--- config.mk ---
export PLATFORM = sky130hd
export DESIGN_NAME = instr_encoder
export DESIGN_NICKNAME = d
export VERILOG_FILES = /design/src/rtl/enc_pkg.sv /design/src/rtl/instr_pack.sv /design/src/rtl/instr_encoder.sv
export SDC_FILE = /design/constraint.sdc
export NUM_CORES = 1
export LEC_CHECK = 0
export BUFFER_PORTS_ARGS = -buffer_cell sky130_fd_sc_hd__buf_2
export CORE_AREA = 8 8 170 172
export DETAILED_ROUTE_END_ITERATION = 7
export DIE_AREA = 0 0 178 180
export PLACE_DENSITY = 0.48
export SLEW_MARGIN = 20
export SYNTH_ARGS = -nofsm -noshare
export SYNTH_HDL_FRONTEND = slang
export SYNTH_SLANG_ARGS = --single-unit
--- constraint.sdc ---
create_clock -name clk -period 3.3 [get_ports clk]
set_clock_uncertainty 0.05 [all_clocks]
set_input_delay 0.33 -clock clk [delete_from_list [all_inputs] [get_ports clk]]
set_output_delay 0.33 -clock clk [all_outputs]
set_load 0.02 [all_outputs]
--- src/rtl/enc_pkg.sv ---
// ============================================================================
// Module   : enc_pkg
// Brief    : Kind codes, opcodes, funct3 values and immediate limits for RV32I
// Revision : 1.0
// ============================================================================
`default_nettype none

package enc_pkg;

  typedef enum logic [3:0] {
    K_ADD  = 4'd0,
    K_ADDI = 4'd1,
    K_LW   = 4'd2,
    K_SW   = 4'd3,
    K_JALR = 4'd4,
    K_BLT  = 4'd5,
    K_BGE  = 4'd6,
    K_JAL  = 4'd7
  } kind_t;

  localparam logic [6:0] OP_R      = 7'b0110011;
  localparam logic [6:0] OP_I      = 7'b0010011;
  localparam logic [6:0] OP_LOAD   = 7'b0000011;
  localparam logic [6:0] OP_STORE  = 7'b0100011;
  localparam logic [6:0] OP_JALR   = 7'b1100111;
  localparam logic [6:0] OP_BRANCH = 7'b1100011;
  localparam logic [6:0] OP_JAL    = 7'b1101111;

  localparam logic [2:0] F3_ADD  = 3'b000;
  localparam logic [2:0] F3_LW   = 3'b010;
  localparam logic [2:0] F3_SW   = 3'b010;
  localparam logic [2:0] F3_JALR = 3'b000;
  localparam logic [2:0] F3_BLT  = 3'b100;
  localparam logic [2:0] F3_BGE  = 3'b101;

  localparam logic [6:0] F7_ADD = 7'b0000000;

  localparam int IS_IMM_MIN = -2048;
  localparam int IS_IMM_MAX = 2047;
  localparam int B_IMM_MIN  = -4096;
  localparam int B_IMM_MAX  = 4094;
  localparam int J_IMM_MIN  = -1048576;
  localparam int J_IMM_MAX  = 1048574;

  function automatic logic in_range(input logic [31:0] imm, input int lo, input int hi);
    return ($signed(imm) >= lo) && ($signed(imm) <= hi);
  endfunction

endpackage

`default_nettype wire

--- src/rtl/instr_pack.sv ---
// ============================================================================
// Module   : instr_pack
// Brief    : Combinational packer: record fields -> {legal, 32-bit machine word}
// Revision : 1.0
// ============================================================================
`default_nettype none

module instr_pack
  import enc_pkg::*;
(
  input  logic [3:0]  kind,
  input  logic [4:0]  rd,
  input  logic [4:0]  rs1,
  input  logic [4:0]  rs2,
  input  logic [31:0] imm,
  output logic        legal,
  output logic [31:0] word
);

  logic w_is_ok;
  logic w_b_ok;
  logic w_j_ok;

  assign w_is_ok = in_range(imm, IS_IMM_MIN, IS_IMM_MAX);
  assign w_b_ok  = in_range(imm, B_IMM_MIN, B_IMM_MAX) && !imm[0];
  assign w_j_ok  = in_range(imm, J_IMM_MIN, J_IMM_MAX) && !imm[0];

  always_comb begin
    legal = 1'b0;
    word  = 32'd0;
    case (kind)
      K_ADD: begin
        legal = 1'b1;
        word  = {F7_ADD, rs2, rs1, F3_ADD, rd, OP_R};
      end
      K_ADDI: begin
        legal = w_is_ok;
        word  = {imm[11:0], rs1, F3_ADD, rd, OP_I};
      end
      K_LW: begin
        legal = w_is_ok;
        word  = {imm[11:0], rs1, F3_LW, rd, OP_LOAD};
      end
      K_SW: begin
        legal = w_is_ok;
        word  = {imm[11:5], rs2, rs1, F3_SW, imm[4:0], OP_STORE};
      end
      K_JALR: begin
        legal = w_is_ok;
        word  = {imm[11:0], rs1, F3_JALR, rd, OP_JALR};
      end
      K_BLT: begin
        legal = w_b_ok;
        word  = {imm[12], imm[10:5], rs2, rs1, F3_BLT, imm[4:1], imm[11], OP_BRANCH};
      end
      K_BGE: begin
        legal = w_b_ok;
        word  = {imm[12], imm[10:5], rs2, rs1, F3_BGE, imm[4:1], imm[11], OP_BRANCH};
      end
      K_JAL: begin
        legal = w_j_ok;
        word  = {imm[20], imm[10:1], imm[11], imm[19:12], rd, OP_JAL};
      end
      default: begin
        legal = 1'b0;
        word  = 32'd0;
      end
    endcase
  end

endmodule

`default_nettype wire

--- src/rtl/instr_encoder.sv ---
// ============================================================================
// Module   : instr_encoder
// Brief    : Two-stage streaming encoder with address tagging and reject count
// Revision : 1.0
// ============================================================================
`default_nettype none

module instr_encoder
  import enc_pkg::*;
#(
  parameter logic [31:0] BASE_ADDR = 32'h0000_0000,
  parameter int unsigned ADDR_STEP = 4,
  parameter int unsigned ERR_W     = 8
) (
  input  logic             clk,
  input  logic             rst,
  input  logic             clear,
  input  logic             in_valid,
  output logic             in_ready,
  input  logic [3:0]       in_kind,
  input  logic [4:0]       in_rd,
  input  logic [4:0]       in_rs1,
  input  logic [4:0]       in_rs2,
  input  logic [31:0]      in_imm,
  output logic             out_valid,
  input  logic             out_ready,
  output logic [31:0]      out_instr,
  output logic [31:0]      out_addr,
  output logic             err_sticky,
  output logic [ERR_W-1:0] err_count
);

  localparam logic [31:0] C_ADDR_STEP = 32'(ADDR_STEP);

  logic        r_s1_valid;
  logic [3:0]  r_s1_kind;
  logic [4:0]  r_s1_rd;
  logic [4:0]  r_s1_rs1;
  logic [4:0]  r_s1_rs2;
  logic [31:0] r_s1_imm;
  logic [31:0] r_addr_cnt;

  logic        w_legal;
  logic [31:0] w_word;
  logic        w_s1_move;
  logic        w_in_fire;

  instr_pack u_pack (
    .kind  (r_s1_kind),
    .rd    (r_s1_rd),
    .rs1   (r_s1_rs1),
    .rs2   (r_s1_rs2),
    .imm   (r_s1_imm),
    .legal (w_legal),
    .word  (w_word)
  );

  assign w_s1_move = r_s1_valid && (!out_valid || out_ready);
  assign in_ready  = !r_s1_valid || w_s1_move;
  assign w_in_fire = in_valid && in_ready;

  // S1: record holding stage; legality is evaluated from these registers
  always_ff @(posedge clk) begin
    if (rst || clear) begin
      r_s1_valid <= 1'b0;
      r_s1_kind  <= 4'd0;
      r_s1_rd    <= 5'd0;
      r_s1_rs1   <= 5'd0;
      r_s1_rs2   <= 5'd0;
      r_s1_imm   <= 32'd0;
    end else if (in_ready) begin
      r_s1_valid <= in_valid;
      if (w_in_fire) begin
        r_s1_kind <= in_kind;
        r_s1_rd   <= in_rd;
        r_s1_rs1  <= in_rs1;
        r_s1_rs2  <= in_rs2;
        r_s1_imm  <= in_imm;
      end
    end
  end

  // S2: output register, address counter and reject bookkeeping
  always_ff @(posedge clk) begin
    if (rst || clear) begin
      out_valid  <= 1'b0;
      out_instr  <= 32'd0;
      out_addr   <= BASE_ADDR;
      r_addr_cnt <= BASE_ADDR;
      err_sticky <= 1'b0;
      err_count  <= '0;
    end else begin
      if (w_s1_move && w_legal) begin
        out_valid  <= 1'b1;
        out_instr  <= w_word;
        out_addr   <= r_addr_cnt;
        r_addr_cnt <= r_addr_cnt + C_ADDR_STEP;
      end else if (out_ready) begin
        out_valid <= 1'b0;
      end
      if (w_s1_move && !w_legal) begin
        err_sticky <= 1'b1;
        if (err_count != {ERR_W{1'b1}}) begin
          err_count <= err_count + ERR_W'(1);
        end
      end
    end
  end

endmodule

`default_nettype wire
==> results.yml <==
run_status:
  status: "finished, final reports clean"
yosys:
  yosysWarnings: 0
  async_flop_share_pct: 0
  synthCells: 793
  synth_cell_types: 55
  synth_edf_count: 0
  ys_seq_elements: 153
  synth_ff_type: "dfxtp_1"
  synth_seq_area_share_pct: 47.8
  syn_area_per_cell_sq_um: 8.08
  syn_area_sq_um: 6410
setup_path:
  crit_chain: "nor4_2 > nand3_1 > or4_1 > a311oi_4 > o21ai_4 > buf_12 > or4_1 > a21oi_1"
  crit_type: "reg -> reg"
  worstSetupEndpointType: "flip-flop"
  worst-path-buf-inv: 1
  cp.arrival_ns: 3.32
  crit_family: "simple AND/OR/NAND/NOR gates"
  r2r-start: "r_s1_imm[31]$_SDFFE_PP0P_"
  cp-start-kind: "flip-flop"
  cp_common_cell: "or4_1"
  critPathLaunch: "r_s1_imm[31]$_SDFFE_PP0P_"
  cp_slowest_cell: "or4_1"
  max_stage_delay_ns: 0.57
  crit_path_max_fanout: 58
  crit_required_ns: 3.59
floorplanning:
  num_rows: 60
  core_sq_um: 26400
  die-area_sq_um: 32000
  die_w_um: 178
  ioPinCount: 131
  initial_core_util_pct: 24.3
  die_y_um: 180
timing:
  hold_viol_final: 0
  max_slew_margin_pct: 40.2
  worst_pin_slew_ns: 0.897
  timing.final.crit_period_ns: 3.02
  fmax_ghz: 0.331
  period_share_pct: 91.6
  rsz0062_at_grt: "false"
  fin_tns_setup_ns: 0
  setup_violations: 0
  slew_violations: 0
power:
  peakVddDrop_uv: 336
  p_per_area_nw_per_um2: 526
  leakage_nw: 3.00
grt:
  met1_usage_pct: 16.4
  use_met2_pct: 18.5
  grt_use_total_pct: 12.2
  grt_max_degree: 74
  grt_antenna_before_repair: 0
  grtUsageMet3_pct: 3.86
  grt_overflow_total: 0
  grt_pass1_vias: 5643
  grt-busiest-layer: "met2"
  grt_pass1_wl_um: 31200
clock_network:
  path_clk_slew_ns: 0.06
  clk_latency_ns: 0.43
  tritoncts: "built"
  clk_path_buf_depth: 2
  h-tree-depth: 4
  post_cts_buffers: 0
  numCtsBuffers: 17
  root_buffer: "clkbuf_16"
  cts_sinks: 153
route:
  ant_nets: 0
  first_pass_iters: 4
  drc: 0
  routed_wl_um: 19500
  detail_route.wl_per_cell_um: 15.5
  viasPerCell: 4.60
  drtIter0Drc: 403
  route.vias.total: 5773
placement:
  hpwl_um: 14300
  gp_congestion: 0.781
  placed_cells: 1225
  io_buffers: 128
finish:
  final_cell_count_no_fill: 1256
  nFillCells: 2882
  drive_above_1_share_pct: 21.3
  multi_input_area_sq_um: 3080
  seqCellArea_sq_um: 3060
  finalNetCount: 961
  syn_to_final_growth_pct: 25.7
  diodes: 0
run:
  drv_cap: 0
worst_hold_path:
  min_path_type: "in -> reg"
  hp-start: "in_imm[8]"
-- path summary, 6_finish.rpt --
path	to	slack, ns	cells after the start
min reg2reg	out_instr[4]$_SDFFE_PP0P_	0.40	2
min	r_s1_imm[8]$_SDFFE_PP0P_	0.09	3
max reg2reg	r_addr_cnt[25]$_SDFFE_PP0P_	0.28	8
max	r_addr_cnt[25]$_SDFFE_PP0P_	0.28	8
-- worst register-to-register path: stages, from the launching register on --
cell and delay, ns:
dfxtp_1 0.36, nor4_2 0.29, nand3_1 0.15, or4_1 0.57, a311oi_4 0.51, o21ai_4 0.13, buf_12 0.21, or4_1 0.52
a21oi_1 0.15
-- layer usage --
layer  vias up  routed length (um)  part of all wire, %
met5         -                   0                    0
met2       135                8650                   44
met1      2617                9480                   49
met3        11                1220                  6.3
li1       3010                   -                    -
met4         0                 142                 0.73
-- layout by cell type (no fill, tap or decap), drive strengths merged, types with 4 or more instances in the layout --
cell type and n:
a211oi 7, a21oi 114, a31oi 5, and2 4, and3 6, buf 149, bufinv 4, clkbuf 18
dfxtp 153, inv 11, mux2i 11, nand2 193, nand3 45, nand4 16, nor2 32, nor3 12
nor3b 6, nor4 6, o2111ai 4, o21a 4, o21ai 23, o31ai 19, or3 15, or4 13
xnor2 8
-- sequential cells by signal, indices dropped and copies added, names as in the netlist --
| name | flops |
|---|---|
| out_addr | 30 |
| r_s1_imm | 32 |
| r_s1_kind | 4 |
| err_sticky | 1 |
| r_addr_cnt | 30 |
| r_s1_valid | 1 |
| err_count | 8 |
| r_s1_rd | 5 |
| r_s1_rs2 | 5 |
| out_valid | 1 |
| r_s1_rs1 | 5 |
| out_instr | 31 |
-- Yosys cell counts, drive strengths merged, types with 2 or more instances --
cell / instances / area, sq um
nand2: 193 / 724
dfxtp: 153 / 3060
a21oi: 114 / 571
nand3: 45 / 225
clkbuf: 36 / 135
nor2: 32 / 120
o21ai: 23 / 119
buf: 21 / 120
o31ai: 19 / 143
nand4: 16 / 106
or3: 15 / 93.8
or4: 13 / 97.6
nor3: 12 / 65.1
mux2i: 11 / 110
inv: 8 / 30.0
xnor2: 8 / 70.1
a211oi: 7 / 52.6
and3: 6 / 38.8
nor3b: 6 / 45.0
nor4: 6 / 65.1
a31oi: 5 / 31.3
and2: 4 / 25.0
o2111ai: 4 / 52.6
o21a: 4 / 30.0
and4: 3 / 26.3
nand2b: 3 / 18.8
o41ai: 3 / 26.3
xor2: 3 / 26.3
a2111oi: 2 / 17.5
a22oi: 2 / 15.0
ha: 2 / 25.0
nand3b: 2 / 15.0
-- through the flow --
stage	utilization [%]	area (sq um)	power, mW	hold WS [ns]	setup slack, ns
floorplan	-	6410	2.08	0.381	0.725
finish	30.6	8050	4.23	0.0868	0.278
detailed placement	28.1	7400	2.18	0.394	0.0892
global placement	28.1	7400	2.18	0.389	0.175
global route	30.6	8050	4.41	0.0797	0.123
CTS	30.5	8040	4.30	0.0670	0.0626
-- final cells by class --
type,instances,area share (%)
inverters,8,0.373
repair buffers,149,10.2
flip-flops and latches,153,38.0
clock buffers,18,5.45
clock inverters,13,2.41
well taps,341,5.30
multi-input cells,574,38.2
-- report_power, final --
| group | internal [mW] | total (mW) | switching [mW] |
|---|---|---|---|
| Clock | 1.29 | 2.10 | 0.810 |
| Sequential | 1.87 | 1.89 | 0.0217 |
| Combinational | 0.0823 | 0.240 | 0.158 |
-- repair_timing --
| action | CTS | global route |
|---|---|---|
| hold buffers | 0 | 0 |
| gates resized for setup | 0 | 2 |
| setup endpoints to repair | 0 | 5 |
-- kinds of logic (layout without fill, tap and decap cells) --
family / after synthesis / after routing / share of synthesized area (%)
buf+inv: 67 / 188 / 4.76
other cells: 1 / 2 / 0.0585
xor+xnor: 11 / 11 / 1.50
compound gates: 189 / 189 / 17.4
simple gates: 359 / 359 / 26.3
fa+ha+maj: 2 / 2 / 0.390
mux: 11 / 11 / 1.72
flops: 153 / 153 / 47.8
No activity file was read; power rests on OpenSTA's default activity.
